$ cat src/rtl/fetch_unit_if.sv
// Fetch-stage bus bundle: memory request/response port, redirect input and decode-side instruction handshake.
// The fetch unit takes the master view; memory, branch unit and decode together take the slave view.
interface fetch_unit_if;
    logic        fetch_en;
    logic [31:0] mem_address;
    logic [1:0]  mem_access_size;
    logic        mem_rw;
    logic        mem_enable;
    logic [31:0] mem_data_in;
    logic        mem_busy;
    logic [31:0] mem_data_out;
    logic        redirect;
    logic [31:0] redirect_pc;
    logic        insn_valid;
    logic [31:0] insn;
    logic [31:0] insn_pc;
    logic        insn_ready;

    modport master (
        input  fetch_en, mem_busy, mem_data_out, redirect, redirect_pc, insn_ready,
        output mem_address, mem_access_size, mem_rw, mem_enable, mem_data_in,
               insn_valid, insn, insn_pc
    );

    modport slave (
        output fetch_en, mem_busy, mem_data_out, redirect, redirect_pc, insn_ready,
        input  mem_address, mem_access_size, mem_rw, mem_enable, mem_data_in,
               insn_valid, insn, insn_pc
    );
endinterface

$ cat src/rtl/fetch_unit.sv
// sync_fifo: generic single-clock FIFO with synchronous flush; head data reads as zero when empty.
// Latency: a pushed entry is visible at the head one cycle after the push edge.
// Backpressure: pushes into a full FIFO and pops from an empty one are ignored; flush beats both.
module sync_fifo #(
    parameter int WIDTH = 64,
    parameter int DEPTH = 2
) (
    input  logic                   clock,
    input  logic                   reset_n,
    input  logic                   flush,
    input  logic                   push_vld,
    input  logic [WIDTH-1:0]       push_dat,
    input  logic                   pop_rdy,
    output logic                   pop_vld,
    output logic [WIDTH-1:0]       pop_dat,
    output logic [$clog2(DEPTH):0] count
);
    localparam int AW = $clog2(DEPTH);
    localparam int CW = AW + 1;

    logic [WIDTH-1:0] mem [DEPTH];
    logic [AW-1:0]    wr_ptr;
    logic [AW-1:0]    rd_ptr;
    logic             do_push;
    logic             do_pop;

    assign pop_vld = (count != '0);
    assign pop_dat = pop_vld ? mem[rd_ptr] : '0;
    assign do_push = push_vld && !flush && (count != CW'(DEPTH));
    assign do_pop  = pop_rdy && pop_vld && !flush;

    always_ff @(posedge clock or negedge reset_n) begin
        if (!reset_n) begin
            wr_ptr <= '0;
            rd_ptr <= '0;
            count  <= '0;
        end else if (flush) begin
            wr_ptr <= '0;
            rd_ptr <= '0;
            count  <= '0;
        end else begin
            if (do_push) wr_ptr <= wr_ptr + AW'(1);
            if (do_pop)  rd_ptr <= rd_ptr + AW'(1);
            count <= count + CW'(do_push) - CW'(do_pop);
        end
    end

    // Storage needs no reset: the head is masked while count is zero.
    always_ff @(posedge clock) begin
        if (do_push) mem[wr_ptr] <= push_dat;
    end
endmodule

// fetch_unit: issues single-word reads at the PC and queues {word, pc} for decode.
// Latency: one request in flight; a word reaches the queue RD_LATENCY edges after acceptance.
// Backpressure: holds the request while mem_busy; stops issuing while the queue is full.
module fetch_unit #(
    parameter logic [31:0] START_ADDR = 32'h8002_0000,
    parameter int          RD_LATENCY = 1,
    parameter int          DEPTH      = 2
) (
    input  logic          clock,
    input  logic          reset_n,
    fetch_unit_if.master  bus
);
    localparam int LW   = $clog2(RD_LATENCY + 1);
    localparam int CNTW = $clog2(DEPTH) + 1;

    typedef enum logic [1:0] {S_IDLE, S_REQ, S_WAIT} state_t;

    state_t            state;
    state_t            state_nxt;
    logic [31:0]       pc;
    logic [LW-1:0]     lat_cnt;
    logic              drop;
    logic [CNTW-1:0]   fifo_count;
    logic [CNTW-1:0]   post_count;
    logic              accept;
    logic              resp;
    logic              push;
    logic              pop;
    logic [63:0]       head_dat;

    assign accept = (state == S_REQ) && !bus.mem_busy && !bus.redirect;
    assign resp   = (state == S_WAIT) && (lat_cnt == LW'(1));
    assign push   = resp && !drop && !bus.redirect;
    assign pop    = bus.insn_valid && bus.insn_ready;

    // Occupancy as it will be after this edge; a redirect empties the queue.
    assign post_count = bus.redirect ? '0
                      : fifo_count + CNTW'(push) - CNTW'(pop);

    sync_fifo #(.WIDTH(64), .DEPTH(DEPTH)) u_fifo (
        .clock    (clock),
        .reset_n  (reset_n),
        .flush    (bus.redirect),
        .push_vld (push),
        .push_dat ({bus.mem_data_out, pc}),
        .pop_rdy  (bus.insn_ready),
        .pop_vld  (bus.insn_valid),
        .pop_dat  (head_dat),
        .count    (fifo_count)
    );

    assign bus.insn            = head_dat[63:32];
    assign bus.insn_pc         = head_dat[31:0];
    assign bus.mem_enable      = (state == S_REQ);
    assign bus.mem_address     = pc;
    assign bus.mem_access_size = 2'b00;
    assign bus.mem_rw          = 1'b0;
    assign bus.mem_data_in     = 32'h0;

    always_comb begin
        state_nxt = state;
        unique case (state)
            S_IDLE: begin
                if (bus.fetch_en && (fifo_count < CNTW'(DEPTH))) state_nxt = S_REQ;
            end
            S_REQ: begin
                if (bus.redirect)      state_nxt = bus.fetch_en ? S_REQ : S_IDLE;
                else if (!bus.mem_busy) state_nxt = S_WAIT;
            end
            S_WAIT: begin
                if (resp) state_nxt = (bus.fetch_en && (post_count < CNTW'(DEPTH))) ? S_REQ : S_IDLE;
            end
            default: state_nxt = S_IDLE;
        endcase
    end

    always_ff @(posedge clock or negedge reset_n) begin
        if (!reset_n) begin
            state   <= S_IDLE;
            pc      <= START_ADDR;
            lat_cnt <= '0;
            drop    <= 1'b0;
        end else begin
            state <= state_nxt;

            if (bus.redirect)  pc <= bus.redirect_pc & 32'hFFFF_FFFC;
            else if (push)     pc <= pc + 32'd4;

            if (accept)                lat_cnt <= LW'(RD_LATENCY);
            else if (state == S_WAIT)  lat_cnt <= lat_cnt - LW'(1);

            // A redirect that coincides with the response already discards it.
            if (resp)                                drop <= 1'b0;
            else if ((state == S_WAIT) && bus.redirect) drop <= 1'b1;
        end
    end
endmodule

$ cat src/flat_wrapper.sv
// flat-port wrapper written by rule: the top's interface ports become plain ports
module fetch_unit_flat 
#(
    parameter logic [31:0] START_ADDR = 32'h8002_0000,
    parameter int          RD_LATENCY = 1,
    parameter int          DEPTH      = 2
)
  (clock, reset_n, bus_fetch_en, bus_mem_busy, bus_mem_data_out, bus_redirect, bus_redirect_pc, bus_insn_ready, bus_mem_address, bus_mem_access_size, bus_mem_rw, bus_mem_enable, bus_mem_data_in, bus_insn_valid, bus_insn, bus_insn_pc);
  fetch_unit_if bus_i ();
  input  logic clock;
  input  logic reset_n;
  input wire logic [$bits(bus_i.fetch_en)-1:0] bus_fetch_en;
  input wire logic [$bits(bus_i.mem_busy)-1:0] bus_mem_busy;
  input wire logic [$bits(bus_i.mem_data_out)-1:0] bus_mem_data_out;
  input wire logic [$bits(bus_i.redirect)-1:0] bus_redirect;
  input wire logic [$bits(bus_i.redirect_pc)-1:0] bus_redirect_pc;
  input wire logic [$bits(bus_i.insn_ready)-1:0] bus_insn_ready;
  output wire logic [$bits(bus_i.mem_address)-1:0] bus_mem_address;
  output wire logic [$bits(bus_i.mem_access_size)-1:0] bus_mem_access_size;
  output wire logic [$bits(bus_i.mem_rw)-1:0] bus_mem_rw;
  output wire logic [$bits(bus_i.mem_enable)-1:0] bus_mem_enable;
  output wire logic [$bits(bus_i.mem_data_in)-1:0] bus_mem_data_in;
  output wire logic [$bits(bus_i.insn_valid)-1:0] bus_insn_valid;
  output wire logic [$bits(bus_i.insn)-1:0] bus_insn;
  output wire logic [$bits(bus_i.insn_pc)-1:0] bus_insn_pc;
  assign bus_i.fetch_en = bus_fetch_en;
  assign bus_i.mem_busy = bus_mem_busy;
  assign bus_i.mem_data_out = bus_mem_data_out;
  assign bus_i.redirect = bus_redirect;
  assign bus_i.redirect_pc = bus_redirect_pc;
  assign bus_i.insn_ready = bus_insn_ready;
  assign bus_mem_address = bus_i.mem_address;
  assign bus_mem_access_size = bus_i.mem_access_size;
  assign bus_mem_rw = bus_i.mem_rw;
  assign bus_mem_enable = bus_i.mem_enable;
  assign bus_mem_data_in = bus_i.mem_data_in;
  assign bus_insn_valid = bus_i.insn_valid;
  assign bus_insn = bus_i.insn;
  assign bus_insn_pc = bus_i.insn_pc;
  fetch_unit #(.START_ADDR(START_ADDR), .RD_LATENCY(RD_LATENCY), .DEPTH(DEPTH)) u_core (.clock(clock), .reset_n(reset_n), .bus(bus_i));
endmodule
$ cat config.mk
export PLATFORM = sky130hd
export DESIGN_NAME = fetch_unit_flat
export DESIGN_NICKNAME = d
export VERILOG_FILES = /design/src/rtl/fetch_unit_if.sv /design/src/rtl/fetch_unit.sv /design/src/flat_wrapper.sv
export SDC_FILE = /design/constraint.sdc
export NUM_CORES = 1
export LEC_CHECK = 0
export ABC_AREA = 1
export CORE_AREA = 2 2 149 151
export DETAILED_ROUTE_END_ITERATION = 12
export DIE_AREA = 0 0 151 153
export SLEW_MARGIN = 20
export SYNTH_ARGS = -nofsm -noshare
export SYNTH_HDL_FRONTEND = slang
export SYNTH_SLANG_ARGS = --single-unit
$ cat constraint.sdc
create_clock -name clock -period 10.1 [get_ports clock]
set_input_delay 1.515 -clock clock [delete_from_list [all_inputs] [get_ports clock]]
set_output_delay 1.515 -clock clock [all_outputs]
set_load 0.05 [all_outputs]
==> results.md <==
| Stage | Parameter | Reported |
| --- | --- | --- |
| power and ir drop | Worst VDD drop | 117.8 µV |
| power and ir drop | Switching fraction of total power | 0.3685 |
| power and ir drop | Static Leak | 0.003786 µW |
| clock network | Setup bufs post-CTS | 0 |
| die | Std-Cell Rows | 54 |
| worst hold path | Hold path start | u_core.u_fifo.wr_ptr |
| clock network | Maximum level of the CTS H-tree | 4 |
| critical path | Worst setup path startpoint | u_core.u_fifo.rd_ptr |
| timing | Total setup violations reported at the end of the flow | 0 |
| power and ir drop | Net switching power figure | 779.8 µW |
| drt | Detailed-route DRC error count | 0 |
| global route | Via count of the first global-routing pass | 5372 |
| cells and area | Nets | 1022 |
| clock network | Post_cts resized | 0 |
| drt | Number of vias per cell | 4.595 |
| timing | Final Hold Viols | 0 |
| die | Die height | 153 µm |
| yosys | Synthesized area per cell | 9.613 µm² |
| global route | Most Used Layer, Global Route | met2 |
| die | Die footprint | 0.02310 mm² |
| run status | Outcome | finished clean |
| global route | Initial antenna violation count | 0 |
| global route | Pin count of the biggest net entering global routing | 64 |
| placed design | Post-placement worst setup slack | 5.802 ns |
| clock network | Master cell of the clock root buffer | clkbuf_16 |
| clock network | TritonCTS buffer count | 17 |
| critical path | Beginning of the worst register-to-register path | u_core.state[0] |
| timing | Number of max-slew violations in the final report | 0 |
| critical path | Category of the worst setup path capture point | output pin |
| critical path | Endpoint of the most critical register-to-register path | u_core.u_fifo.mem[0][23] |
| worst hold path | Worst Hold Path EP | u_core.u_fifo.wr_ptr |
| die | Starting Density | 0.3530 |
| yosys | Synthesis warning total | 0 |
| yosys | Sequential area share after synthesis | 0.6166 |
| global route | Met3 Resource Use GR | 0.03970 |
| global route | Met2 Usage GRT | 0.2760 |
| yosys | Count of flip-flops with a built-in enable after synthesis | 124 |
| placed design | Placed cell count | 1209 |
| drt | Iteration-0 DRC count of the detailed router | 336 |
| timing | Final WS setup | 5.515 ns |
| power and ir drop | Clock power share | 0.301 |
| worst hold path | Depth of the worst hold-timing path | 1 |
| drt | Post-Route WL | 19030 µm |
| die | Horizontal die dimension | 151 µm |
| clock network | Maximum buffer depth of the clock tree | 2 |
| placed design | Number of input and output port buffers inserted | 161 |
| power and ir drop | Power share of the sequential group | 0.406 |
| drt | Final antenna-violating net count | 0 |
| worst hold path | Worst min path class | flip-flop to flip-flop |
| clock network | CTS Sinks | 162 |
| placed design | Final HPWL from detailed placement | 12280 µm |
| cells and area | Inserted Diodes | 0 |
| critical path | Arrival time at the worst endpoint | 3.07 ns |
| timing | FMAX | 218.1 MHz |
| power and ir drop | Total internal power | 1337 µW |
| power and ir drop | Proportion of power drawn by combinational gates | 0.292 |
| yosys | Most instantiated flip-flop cell in the synthesis netlist | edfxtp_1 |
| timing | Final Skew | 0.01391 ns |
| yosys | Synth Instances | 789 |
| power and ir drop | Power density over the cells | 213.2 mW/mm² |
| yosys | Area of the mapped netlist | 0.007585 mm² |
| timing | Slew @ Worst Pin | 0.9771 ns |
| critical path | Length in cells of the worst reg-to-reg path | 8 |
| drt | First-pass detailed-route iteration total | 5 |
| global route | Global-route wire length before repair | 29490 µm |
| die | Number of placed I/O pins | 203 |
| yosys | Async S/R FF share, synth | 0.2346 |
| clock network | Hold-fix buffers at CTS | 0 |
| timing | Worst slew slack as a fraction of its limit | 0.3479 |
| timing | Min cycle time layout | 4.585 ns |
| critical path | Worst Path Class, Setup | flip-flop to output pin |
| timing | Setup TNS | 0 ns |
| drt | Final routed wire length divided by cell count | 15.33 µm |
| clock network | Clock-pin slew of the registers on the worst-case setup and hold paths | 0.07 ns |
| yosys | Number of library cell types mapped by synthesis | 39 |
| drt | Via count of the routed design | 5702 |
| clock network | CTS tree | done |
| yosys | Number of storage elements in the synthesis netlist | 162 |
| global route | Overall overflow remaining after global route | 0 |
| global route | Total track usage | 0.1671 |
| die | Core footprint | 0.02149 mm² |
| cells and area | Layout Cells excl Fill | 1241 |
| placed design | RD Place Congestion | 0.8627 |
| critical path | Data required time at the worst endpoint | 8.59 ns |
| critical path | Setup slack on the worst flop-to-flop path | 7.55 ns |
| clock network | Clock insertion delay at the later pin of the skew report | 0.42 ns |
| run | Max-cap check violation count | 0 |
| timing | Crit share post-route | 0.4540 |
| timing | Setup repair after global routing missed its margin | false |
| global route | Met1 Usage GRT | 0.2228 |
| cells and area | Synthesis-to-layout area growth | 30.88% |
| critical path | Critical Path Fanout Max | 45 |
| cells and area | Share of layout cells above drive strength 1 | 0.06764 |
| critical path | CP startpoint kind | flip-flop |
-- final cells by class --
type,count,area (µm²)
clock buffers,17,425.4
well taps,280,350.3
multi-input cells,553,2480
inverters,46,177.7
repair buffers,168,1659
clock inverters,15,156.4
fillers,2020,11560
flip-flops and latches,162,4678
-- cell usage in the layout (no fill, tap or decap), types with 4 or more instances in the layout --
master	netlist	final
o21ai_0	16	16
conb_1	1	39
nand2_1	278	278
o211ai_1	6	6
inv_1	40	40
nand3_1	39	39
xor2_1	6	6
clkdlybuf4s50_1	0	160
a21oi_1	67	67
xnor2_1	5	5
buf_4	39	7
edfxtp_1	124	124
ha_1	4	4
inv_6	0	4
nor2_2	5	4
dfrtp_1	36	35
nor2_1	64	62
inv_2	5	5
nor2_4	2	5
clkbuf_16	0	17
-- metal layers --
| layer | part of all wire | wire (µm) |
|---|---|---|
| met1 | 0.45 | 8545 |
| met2 | 0.48 | 9160 |
| met3 | 0.059 | 1125 |
| met4 | 0.010 | 195 |
| met5 | 0 | 0 |
-- worst max path at each step --
stage	endpoint
global placement	u_core.u_fifo.mem[0][25]
CTS	bus_insn_pc[19]
floorplan	u_core.u_fifo.mem[0][10]
finish	bus_insn_pc[19]
global route	bus_insn_pc[12]
detailed placement	u_core.u_fifo.mem[0][25]
-- worst max-delay path, stage by stage, from the launching register on --
cell and delay, ns:
dfrtp_2 0.39, buf_4 0.24, inv_2 0.33, buf_4 0.52
nand2_1 0.10, a21oi_1 0.15, clkdlybuf4s50_1 0.89
-- power groups by stage --
| stage | Combinational, µW | Sequential (µW) | Clock, µW |
|---|---|---|---|
| after global placement | 621 | 873 | 0 |
| after detailed placement | 623 | 874 | 0 |
| final | 619 | 860 | 637 |
| after floorplan | 358 | 926 | 0 |
| after global routing | 663 | 869 | 683 |
| after CTS | 625 | 860 | 653 |
-- registers in the layout, indices dropped and copies added (netlist names) --
signal / cells
u_core.u_fifo.rd_ptr: 1
u_core.u_fifo.count: 2
u_core.bus.mem_address: 30
u_core.u_fifo.mem: 124
u_core.drop: 1
u_core.lat_cnt: 1
u_core.state: 2
u_core.u_fifo.wr_ptr: 1
-- kinds of logic after synthesis --
family                   Yosys count  share of synthesized area
XOR/XNOR                          11                    0.01270
flip-flops                       162                     0.6166
adder cells (fa/ha/maj)            4                   0.006599
AO/OA/AOI/OAI                     97                    0.06813
other                              1                  0.0004944
AND/OR/NAND/NOR                  402                     0.2176
buffers and inverters            112                    0.07786
-- cells in the mapped netlist, types with 2 or more instances --
| library cell | n | area share |
|---|---|---|
| nand2_4 | 2 | 0.0030 |
| edfxtp_1 | 124 | 0.49 |
| dfstp_2 | 2 | 0.0069 |
| o211ai_1 | 6 | 0.0059 |
| ha_1 | 4 | 0.0066 |
| inv_1 | 40 | 0.020 |
| nand3_2 | 2 | 0.0026 |
| nor3_1 | 3 | 0.0020 |
| buf_1 | 2 | 0.00099 |
| nor2_4 | 2 | 0.0030 |
| clkbuf_1 | 20 | 0.0099 |
| nand3_1 | 39 | 0.026 |
| nand3b_1 | 2 | 0.0020 |
| a21oi_1 | 67 | 0.044 |
| a31oi_1 | 2 | 0.0016 |
| buf_2 | 2 | 0.0013 |
| o21ai_0 | 16 | 0.011 |
| buf_4 | 39 | 0.039 |
| nor2_1 | 64 | 0.032 |
| xnor2_1 | 5 | 0.0058 |
| buf_6 | 2 | 0.0030 |
| inv_2 | 5 | 0.0025 |
| xor2_1 | 6 | 0.0069 |
| nand2_2 | 2 | 0.0016 |
| dfrtp_1 | 36 | 0.12 |
| nand2_1 | 278 | 0.14 |
| nor2_2 | 5 | 0.0041 |
-- per-stage QoR --
stage	util	power (µW)	hold slack, ns	instance area (µm²)
finish	0.4620	2116	0.5600	9927
global route	0.4620	2216	0.5803	9927
CTS	0.4620	2138	0.5675	9927
detailed placement	0.4350	1497	0.5597	9345
global placement	0.4350	1494	0.5425	9345
floorplan	-	1284	0.4685	7727
No activity file was read; power rests on OpenSTA's default activity.
